<file path="config.mk">
export PLATFORM = sky130hd
export DESIGN_NAME = wasm_fetch
export DESIGN_NICKNAME = d
export VERILOG_FILES = /design/src/rtl/wasm_fetch.sv
export SDC_FILE = /design/constraint.sdc
export NUM_CORES = 1
export LEC_CHECK = 0
export CAP_MARGIN = 25
export CORE_MARGIN = 3
export CORE_UTILIZATION = 43
export DETAILED_ROUTE_END_ITERATION = 8
export PLACE_DENSITY = 0.87
export SLEW_MARGIN = 20
export SYNTH_ARGS = -nofsm -noshare
export SYNTH_HDL_FRONTEND = slang
export SYNTH_SLANG_ARGS = --single-unit
</file>
<file path="constraint.sdc">
create_clock -name clk -period 2.4 [get_ports clk]
set_input_delay 0.36 -clock clk [delete_from_list [all_inputs] [get_ports clk]]
set_output_delay 0.36 -clock clk [all_outputs]
set_load 0.01 [all_outputs]
</file>
<file path="src/rtl/wasm_fetch.sv">
// WebAssembly instruction fetch: pulls a 16-byte ROM window, decodes opcode + LEB128 immediate.
// Optional FETCH_STATS_EN adds a 32-bit accepted-instruction counter. Requires MEM_EXTRA >= 4.
module wasm_fetch #(
  parameter int unsigned MEM_DEPTH = 4,
  parameter int unsigned MEM_EXTRA = 4
) (
  input  logic                          clk,
  input  logic                          reset,
  input  logic                          start,
  input  logic [MEM_DEPTH:0]            start_pc,
  output logic [MEM_DEPTH:0]            mem_addr,
  output logic [MEM_EXTRA-1:0]          mem_extra,
  input  logic [8*(2**MEM_EXTRA)-1:0]   mem_data,
  input  logic                          mem_error,
  output logic                          op_valid,
  input  logic                          op_ready,
  output logic [7:0]                    opcode,
  output logic [63:0]                   imm,
  output logic [MEM_DEPTH:0]            op_pc,
  output logic [3:0]                    trap
`ifdef FETCH_STATS_EN
  ,
  output logic [31:0]                   fetch_count
`endif
);

  localparam int unsigned AddrW = MEM_DEPTH + 1;

  typedef enum logic [2:0] {StIdle, StReq, StWait, StDecode, StHold, StTrap} state_e;
  typedef enum logic [1:0] {ImmNone, ImmS32, ImmS64, ImmU32} imm_class_e;

  state_e           state_q, state_d;
  logic [AddrW-1:0] pc_q, pc_d;
  logic [AddrW-1:0] op_pc_q, op_pc_d;
  logic [7:0]       opcode_q, opcode_d;
  logic [63:0]      imm_q, imm_d;
  logic [3:0]       len_q, len_d;
  logic [3:0]       trap_q, trap_d;

  imm_class_e  imm_class;
  logic [3:0]  leb_max;
  logic [69:0] leb_acc;
  logic [3:0]  leb_n;
  logic        leb_done;
  logic        leb_signed;
  logic [3:0]  dec_len;
  logic        dec_overrun;
  logic [63:0] dec_imm;
  logic        accept;

  // Bytes past the longest encoding (opcode + 10 LEB bytes) and acc bits above 63 are never used.
  logic unused_bits;
  assign unused_bits = ^{mem_data[8*(2**MEM_EXTRA)-1:88], leb_acc[69:64]};

  always_comb begin
    imm_class = ImmNone;
    case (mem_data[7:0])
      8'h41:                                           imm_class = ImmS32;
      8'h42:                                           imm_class = ImmS64;
      8'h0C, 8'h0D, 8'h10, 8'h20, 8'h21, 8'h22, 8'h23,
      8'h24:                                           imm_class = ImmU32;
      default:                                         imm_class = ImmNone;
    endcase
  end

  assign leb_signed = (imm_class == ImmS32) || (imm_class == ImmS64);

  // Walk LEB bytes until the first with bit7 clear; sign-extend from that group's bit 6.
  always_comb begin
    leb_max  = (imm_class == ImmS64) ? 4'd10 : 4'd5;
    leb_acc  = '0;
    leb_n    = '0;
    leb_done = 1'b0;
    for (int i = 1; i <= 10; i++) begin
      if (!leb_done && (i <= int'(leb_max))) begin
        leb_acc = leb_acc | (70'(mem_data[8*i +: 7]) << (7 * (i - 1)));
        leb_n   = 4'(i);
        if (!mem_data[8*i+7]) begin
          leb_done = 1'b1;
          if (leb_signed && mem_data[8*i+6]) begin
            leb_acc = leb_acc | ({70{1'b1}} << (7 * i));
          end
        end
      end
    end
  end

  assign dec_len     = (imm_class == ImmNone) ? 4'd1 : leb_n + 4'd1;
  assign dec_overrun = (imm_class != ImmNone) && !leb_done;
  assign dec_imm     = (imm_class == ImmNone) ? 64'd0 : leb_acc[63:0];
  assign accept      = (state_q == StHold) && op_ready && !start;

  always_comb begin
    state_d  = state_q;
    pc_d     = pc_q;
    op_pc_d  = op_pc_q;
    opcode_d = opcode_q;
    imm_d    = imm_q;
    len_d    = len_q;
    trap_d   = trap_q;
    if (start) begin
      state_d = StReq;
      pc_d    = start_pc;
      trap_d  = 4'd0;
    end else begin
      case (state_q)
        StIdle:   state_d = StIdle;
        StReq:    state_d = StWait;
        StWait:   state_d = StDecode;
        StDecode: begin
          if (mem_error) begin
            trap_d  = 4'd1;
            state_d = StTrap;
          end else if (dec_overrun) begin
            trap_d  = 4'd2;
            state_d = StTrap;
          end else begin
            opcode_d = mem_data[7:0];
            imm_d    = dec_imm;
            op_pc_d  = pc_q;
            len_d    = dec_len;
            state_d  = StHold;
          end
        end
        StHold: begin
          if (accept) begin
            pc_d    = pc_q + AddrW'(len_q);
            state_d = StReq;
          end
        end
        StTrap:   state_d = StTrap;
        default:  state_d = StIdle;
      endcase
    end
  end

  always_ff @(posedge clk or negedge reset) begin
    if (!reset) begin
      state_q  <= StIdle;
      pc_q     <= '0;
      op_pc_q  <= '0;
      opcode_q <= '0;
      imm_q    <= '0;
      len_q    <= '0;
      trap_q   <= '0;
    end else begin
      state_q  <= state_d;
      pc_q     <= pc_d;
      op_pc_q  <= op_pc_d;
      opcode_q <= opcode_d;
      imm_q    <= imm_d;
      len_q    <= len_d;
      trap_q   <= trap_d;
    end
  end

  assign mem_addr  = pc_q;
  assign mem_extra = '1;
  assign op_valid  = (state_q == StHold);
  assign opcode    = opcode_q;
  assign imm       = imm_q;
  assign op_pc     = op_pc_q;
  assign trap      = trap_q;

`ifdef FETCH_STATS_EN
  logic [31:0] count_q, count_d;

  always_comb begin
    count_d = count_q;
    if (start) begin
      count_d = '0;
    end else if (accept) begin
      count_d = count_q + 32'd1;
    end
  end

  always_ff @(posedge clk or negedge reset) begin
    if (!reset) begin
      count_q <= '0;
    end else begin
      count_q <= count_d;
    end
  end

  assign fetch_count = count_q;
`endif

endmodule
</file>
---- Word-level counts from Yosys, hierarchy flattened ----
Index checks and enable logic that the tools add are counted.
Widths: inputs -> output; s select.
operators by class
  add/subtract/negate cells ............... 2
  $lt $le $gt $ge ......................... 10
  equality and inequality tests ........... 18
  multiplexer cells ....................... 74
  bitwise logic cells ..................... 12
  reduce and logical (&&, ||, !) cells .... 43
operators by type and width
  cell                count
  $mux 64             29
  $or 64x14->64       1
  $or 64x21->64       1
  $or 64x28->64       1
  $or 64x35->64       1
  $or 64x42->64       1
  $or 64x49->64       1
  $or 64x56->64       1
  $or 64x63->64       1
  $or 64x64->64       1
  $mux 4              13
  $eq 8x6->1 const B  5
  $mux 1              23
  $logic_and 1x1->1   21
  $eq 8x4->1 const B  2
  $eq 8x7->1 const B  2
  $le 3x4->1 const A  4
  $mux 5              3
  $pmux 3 s5          1
  $le 4x4->1 const A  3
  $logic_not 1->1     11
  $eq 8x5->1 const B  1
  $le 2x4->1 const A  2
  $reduce_bool 2->1   4
  19 further kinds    26
word-level totals
  register bits ........................... 93
  input bits .............................. 138
  output and inout port bits .............. 91
  word-level logic and storage cells ...... 166

---- Logic depth before layout (Yosys ltp) ----
Gate-level depths: netlist of run 1.
  depth in word-level cells ............... 44
  mapped depth ............................ 12
  depth with buffers taken out ............ 12

---- Least setup slack after synthesis of run 1 ----
Ideal clock, no wire load.
  path type ............................... input to register
  start ................................... input mem_data[5]
  end ..................................... register imm_q[49] (netlist: imm[49])
  setup time .............................. 0.067 ns
  arrival ................................. 2.931 ns
  data required time ...................... 2.333 ns
  setup slack ............................. -0.599 ns
  stages on the path ...................... 10
  path buffers ............................ 0
  cells stage by stage .................... or4b_1 -> a21oi_1 -> nor3_1 -> a2111oi_2 -> a31oi_1 -> ha_1 -> nor4b_1 -> o211ai_1 -> nor3_1 -> a221o_1
on the way
  longest elaborated chain between the ends .. 44
  elaborated cells on any way between the ends .. 114
  classes of those cells .................. 10 x order compare; 12 x eq/ne; 50 x mux; 10 x bitwise; 32 x reduce/logical
RTL lines
  item                                                                 RTL line  text
  from (decl)                                                          13        input logic [8*(2**MEM_EXTRA)-1:0] mem_data,
  $eq 8x4->1, or another cell as far along                             57        case (mem_data[7:0])
  $reduce_or 8->1                                                      57
  $pmux 2 s3 (*)                                                       57
  parallel branches: the longest is 41 deep, another holds $le 1x4->1  --
  to (signal assigned)                                                 151       imm_q <= imm_d;
  to (decl)                                                            36        logic [63:0] imm_q, imm_d;
Every way passes the cells marked *.
A chain may end at the register's enable or synchronous reset.

---- Worst setup path in the final report of run 1 ----
  start ................................... input mem_data[0]
  end ..................................... register op_pc_q[2] (netlist: op_pc[2])
on the way
  longest elaborated chain between the ends .. 38
  elaborated cells on any way between the ends .. 66
  classes of those cells .................. 10 x order compare; 11 x eq/ne; 21 x mux; 1 x bitwise; 23 x reduce/logical
RTL lines
  item                                      RTL line  text
  $eq 8x4->1, or another cell as far along  57
  $reduce_or 8->1                           57
  $pmux 2 s3 (*)                            57
  $eq 2x2->1                                70        leb_max = (imm_class == ImmS64) ? 4'd10 : 4'd5;
  $mux 4                                    70
  $le 1x4->1                                75        if (!leb_done && (i <= int'(leb_max))) begin
  $mux 1                                    75
  $logic_not 1->1                           75
  [... 22 more ...]                         --
  $mux 1                                    75
  $logic_not 1->1                           75
  $logic_and 1x1->1                         75
  $mux 1                                    75
  $logic_not 1->1                           89        assign dec_overrun = (imm_class != ImmNone) && !leb_done;
  $logic_and 1x1->1 (*)                     89
  $not 1->1 (no line) (*)                   --
  $reduce_and 4->1 (no line) (*)            --
  to (signal assigned)                      149       op_pc_q <= op_pc_d;
  to (decl)                                 34        logic [AddrW-1:0] op_pc_q, op_pc_d;
Every way passes the cells marked *; elsewhere a longest branch is shown, timed or not.

==> results of run 1 <==
-- power breakdown --
part           leakage, nW  internal [mW]  switching [mW]
clock               0.0895          0.410           0.559
sequential            1.23           1.78           0.177
combinational         2.02          0.915           0.628
total                 3.34           3.11            1.36
-- registers in the layout, summed over array words and instances (netlist names) --
name	flops
imm	64
len_q	4
mem_addr	5
op_pc	5
opcode	8
state_q	3
trap	2
-- timing repair --
| item | CTS | global route |
|---|---|---|
| buffers inserted | 11 | 5 |
| setup endpoints to repair | 84 | 84 |
| gates cloned | 5 | 2 |
| pin swaps | 13 | 18 |
| hold buffers | 1 | 0 |
| endpoints found under the hold margin | 21 | 0 |
| gates resized for setup | 59 | 40 |
-- layer usage --
metal / up-vias / track usage, %
met2: 172 / 43.0
li1: 2011 / -
met1: 2142 / 31.4
met5: - / 0
met3: 26 / 6.26
met4: 0 / 7.40
-- stage by stage --
step / area [um^2] / setup TNS [ns] / setup slack (ns) / std cells / power [mW]
CTS: 7130 / -22.85 / -0.371 / 790 / 4.41
finish: 7280 / -25.54 / -0.377 / 794 / 4.47
global placement: 6580 / -90.05 / -1.14 / 759 / 3.30
detailed placement: 6580 / -95.38 / -1.22 / 759 / 3.35
global route: 7280 / -31.40 / -0.447 / 794 / 4.72
floorplan: 4450 / -27.88 / -0.407 / 434 / 2.53
-- cell usage in the layout (no fill, tap or decap), types with 10 or more instances in the layout --
cell type and count:
dfrtp_1 91, inv_1 15, o21ai_0 17, clkdlybuf4s50_1 170
a21oi_1 16, nand2b_1 11, buf_4 45, a221o_1 29
a21o_1 15, nor2_1 11, a211oi_1 10, clkbuf_8 10
nand2_1 69
-- final cells by class --
type,instances,area (um^2)
multi-input combinational,299,2180
sequential,91,2280
timing repair buffer,240,2430
clock inverter,5,38.8
clock buffer,11,141
inverter,15,56.3
tap,133,166
fill,688,2580
-- cells by family (layout without fill, tap and decap cells) --
family | Yosys count | count (layout)
AO/OA/AOI/OAI | 138 | 138
AND/OR/NAND/NOR | 131 | 131
flip-flops | 91 | 91
buffers and inverters | 44 | 271
multiplexers | 12 | 12
adder cells (fa/ha/maj) | 8 | 8
XOR/XNOR | 4 | 4
other | 2 | 6
-- how the worst min path moves through the flow --
stage	slack (ns)	end	cells past startpoint	from
after floorplan	0.06	imm[0]	0	reset
final	0.28	opcode[4]	2	mem_data[4]
after CTS	0.27	opcode[4]	2	mem_data[4]
after global placement	0.37	opcode[5]	1	reset
after detailed placement	0.38	opcode[5]	1	reset
after global routing	0.28	opcode[4]	2	mem_data[4]
==> out/qor.csv, run 1 <==
metric,value,unit
status,finished with violations,
failing checks,negative setup slack,
Routed WL,14400,um
XOR/XNOR share of the synthesized area,0.798,%
crit path time final,2.78,ns
Min Hold Slack,0.285,ns
CP bufs+invs,5,
DIE AREA,11500,um^2
number of remaining DRC errors,0,
Root Buffer,clkbuf_8,
Worst Tran Pin Value,1.15,ns
r2r endpoint,imm[61],
FF-to-FF Start,state_q[2],
Top Metal Used,met4,
crit path cell chain,buf_6 -> or4b_4 -> a21oi_2 -> nor3_2 -> a2111oi_2 -> buf_4 -> a31oi_4 -> buf_6 -> ha_4 -> o21a_4 -> o31ai_4 -> buf_6 -> clkbuf_16 -> mux2_4,
area delta synth->final,65.9,%
met1 wire length,5610,um
#FFs+latches synth,91,
number of global-route vias before repair,4438,
via count,4351,
startpoint types,primary input,
Die H,107,um
Synth Area in Compound Gates,22.9,%
Initial Util,44.5,%
Worst EP required,2.63,ns
CP endpoint kind,register,
"Cell Area, Synth",4390,um^2
worst setup path startpoint,mem_data[0],
fin nets,802,
Post-synth ARST share,100,%
Main synth FF type,dfrtp_1,
area share of fa/ha/maj cells after synthesis,2.45,%
crit path max-delay cell type,or4b_4,
most common cell in the netlist,dfrtp_1,
RSZ-0062 raised after global routing,true,
endpoints failing setup,84,
Netlist cell types,52,
Antenna Nets Post-Route,0,
share of cells above drive strength 1,20.7,%
Overflow after GRT,0,
Synth area leader,dfrtp_1,
H-tree depth reported by CTS,3,
maximum clock path buffer count,2,
row cnt,36,
global-route wire length before repair,22900,um
drt first pass iters,4,
Top Ports,229,
crit path DAT,3.01,ns
Worst Setup EP,op_pc[2],
largest net degree at the start of global routing,52,
iteration-0 DRC count of the detailed router,222,
metal3 WL,937,um
Crit Path Category,primary input to register,
final clock skew,0.00948,ns
clock latency at the later pin of the worst-skew pair,0.35,ns
simple-gate share of the synthesized area,13.9,%
Final HPWL DP,10000,um
register area share after synthesis,51.9,%
number of synthesized flops with an enable pin,0,
met2 wire length,7560,um
initial antenna violation count,0,
Slew Limit Fails,0,
mux cell area share after synthesis,3.02,%
Peak Freq,360,MHz
Tcrit/Tclk final,116,%
share of the synthesized area in the top cell type,51.9,%
clock sinks,91,
Vias/cell,5.48,
top post-synthesis cells by count,"91 x dfrtp_1, 74 x nand2_1, 31 x o21ai_0",
CP peak stage delay,0.52,ns
GPL Wtd Cong,0.829,
largest family of logic cells by synthesized area,compound AO/OA/AOI/OAI gates,
Slew HR,22.6,%
GRT Total Usage,25.1,%
PnR worst setup slack,-0.377,ns
Antenna Cells,0,
Worst Path Max Fanout,8,
power per standard cell area,614,nW/um^2
Num CTS Buffers,9,
PortBufs,176,
"CP delay by family, top",compound AO/OA/AOI/OAI gates,
syn avg cell area,10.2,um^2
Crit. path cell count,14,
final hold violations,0,
Avg WL per Cell,18.2,um
Mapped Cells,430,
warning count from the yosys run,0,
Min-Delay Path Class,primary input to register,
clock-pin slew on the worst setup and hold paths,0.09,ns
Util after Layout,73.8,%
worst reg2reg path depth,8,
"top cells by area, synth","dfrtp_1 52%, a221o_1 6.6%, nand2_1 6.3%, o21ai_0 3.5%, a21o_1 2.6%",
leakage,3.34,nW
worst reg-to-reg setup slack,0.30,ns
Worst VDD drop,0.000382,V
CTS tree,built,
Most common cell on crit path,buf_6,
Die X,107,um
core area,9860,um^2
Max-Cap Viols,0,
Note: power is estimated with default switching activity, not from simulation.
==> inputs of run 2 (changes only) <==
Settings changed: GPL_TIMING_DRIVEN from default to 0, REMOVE_ABC_BUFFERS from default to 1.
==> run 2 against run 1 <==
Against the previous run:
- the run still ends with negative setup slack left
- clock skew shrank 0.0014 ns
- routed wire length is 3.8% lower
- register-to-register slack better by 0.13 ns
- critical path depth decreased by 2
- global-route usage shrank 1.6 points
- sequential share of layout area rose by 0.28 points
- cell count is 3.1% lower
- clock-buffer cell count unchanged
- first-iteration DRC count rose by 17%
- setup slack worse by 0.084 ns
- critical path type unchanged
- largest power group unchanged
==> out/qor.csv, run 2 (synthesis results as in run 1) <==
metric,value,unit,change
Die H,107,um,unchanged
Peak Freq,350,MHz,was 360 MHz
crit path time final,2.86,ns,was 2.78 ns
Max-Cap Viols,0,,unchanged
count of non-filler cells in the finished layout,769,,was 794
row cnt,36,,unchanged
met1 Track Usage GR,29.8,%,was 31.4%
GRT Total Usage,23.6,%,was 25.1%
area delta synth->final,64.4,%,was 65.9%
max reg flops,64,,unchanged
Avg WL per Cell,18.1,um,was 18.2 um
startpoint types,primary input,,unchanged
crit path DAT,3.09,ns,was 3.01 ns
Crit Path Category,primary input to register,,unchanged
placed insts,722,,was 759
Min-Delay Path Class,primary input to register,,unchanged
clock sinks,91,,unchanged
Worst Tran Pin Value,0.687,ns,was 1.15 ns
number of remaining DRC errors,0,,unchanged
Slew Limit Fails,0,,unchanged
Worst VDD drop,0.000452,V,was 0.000382 V
Initial Util,44.5,%,unchanged
PortBufs,176,,unchanged
endpoints failing setup,84,,unchanged
H-tree depth reported by CTS,3,,unchanged
CTS tree,built,,unchanged
final setup TNS,-28.16,ns,was -25.54 ns
final clock skew,0.00805,ns,was 0.00948 ns
DIE AREA,11500,um^2,unchanged
Num CTS Buffers,9,,unchanged
Worst EP required,2.63,ns,about the same
Top Usage Layer GRT,met2,,unchanged
Slew HR,53.9,%,was 22.6%
status,finished with violations,,unchanged
PnR worst setup slack,-0.460,ns,was -0.377 ns
iteration-0 DRC count of the detailed router,260,,was 222
Antenna Nets Post-Route,0,,unchanged
Util after Layout,73.2,%,was 73.8%
Worst Path Max Fanout,15,,was 8
Overflow after GRT,0,,unchanged
Antenna Cells,0,,unchanged
drt first pass iters,5,,was 4
most frequent cells in the layout,"170 x clkdlybuf4s50_1, 91 x dfrtp_1, 71 x nand2_1",,"was 170 x clkdlybuf4s50_1, 91 x dfrtp_1, 69 x nand2_1"
GPL Wtd Cong,0.817,,was 0.829
Tcrit/Tclk final,119,%,was 116%
Root Buffer,clkbuf_8,,unchanged
Fillers,651,,was 688
failing checks,negative setup slack,,unchanged
largest net degree at the start of global routing,56,,was 52
number of global-route vias before repair,4410,,was 4438
global-route wire length before repair,21700,um,was 22900 um
power per standard cell area,633,nW/um^2,was 614 nW/um^2
initial antenna violation count,0,,unchanged
clock-pin slew on the worst setup and hold paths,0.09,ns,about the same
leakage,3.27,nW,was 3.34 nW
via count,4251,,was 4351
met2 global-route usage,41.4,%,was 43.0%
RSZ-0062 raised after global routing,true,,unchanged
Vias/cell,5.53,,was 5.48
core area,9860,um^2,unchanged
met3 Use GR,4.39,%,was 6.26%
maximum clock path buffer count,2,,unchanged
"most common cell after layout, fill and taps aside",clkdlybuf4s50_1,,unchanged
clock latency at the later pin of the worst-skew pair,0.34,ns,was 0.35 ns
Final HPWL DP,9660,um,was 10000 um
share of cells above drive strength 1,17.1,%,was 20.7%
final hold violations,0,,unchanged
Routed WL,13900,um,was 14400 um
Top Ports,229,,unchanged
fin nets,777,,was 802
CP endpoint kind,register,,unchanged
Die X,107,um,unchanged
[run 2: report_power, final]
group	total, mW	leakage (nW)	switching (mW)	internal [mW]
clock	1.10	0.109	0.557	0.543
sequential	1.95	1.23	0.166	1.78
combinational	1.52	1.93	0.624	0.900
[run 2: per-layer routing]
layer	part of all wire [%]	wire length (um)
met4	1.4	192
met1	40	5610
met3	6.5	903
met5	0	0
met2	52	7190
[run 2: worst paths after layout]
check / from / endpoint / slack (ns) / cells after the start
setup / recovery: mem_data[2] / imm[59] / -0.46 / 12
hold / removal: mem_data[4] / opcode[4] / 0.28 / 2
setup reg to reg: state_q[0] / imm[59] / 0.43 / 7
hold reg to reg: imm[8] / imm[8] / 0.49 / 1
max in group asynchronous: reset / imm[63] / 1.23 / 3
min in group asynchronous: reset / op_pc[4] / 0.53 / 2
[run 2: repair_timing]
item | in CTS | in global routing
hold endpoints to repair | 36 | 0
resized for setup | 90 | 27
buffers inserted | 22 | 4
setup endpoints to repair | 84 | 84
gates cloned | 3 | 0
pin swaps | 29 | 10
hold buffers | 1 | 0
[run 2: critical path: stages]
cell             delay (ns)
clkdlybuf4s50_1        0.57
nand3_1                0.18
a2111oi_4              0.43
buf_4                  0.20
a31o_4                 0.11
ha_4                   0.18
o21a_4                 0.16
o31ai_4                0.09
buf_6                  0.17
buf_12                 0.15
buf_12                 0.14
a221o_1                0.35
[run 2: area by class of cell]
type,instances,area [um^2],area share [%]
Clock buffer,11,151,2.10
Clock inverter,5,61.3,0.850
Tap cell,133,166,2.31
Inverter,15,56.3,0.780
Sequential cell,91,2280,31.6
Timing Repair Buffer,215,2280,31.6
Multi-Input combinational cell,299,2220,30.8
[run 2: stage by stage]
stage	setup slack (ns)	cell area [um^2]	total power [mW]	hold WS [ns]
after global routing	-0.545	7220	4.81	0.278
final	-0.460	7220	4.57	0.280
after global placement	-4.61	6170	3.21	0.460
after detailed placement	-1.73	6290	3.29	0.360
after floorplan	-2.66	4250	2.47	0.0644
after CTS	-0.358	7050	4.56	0.261
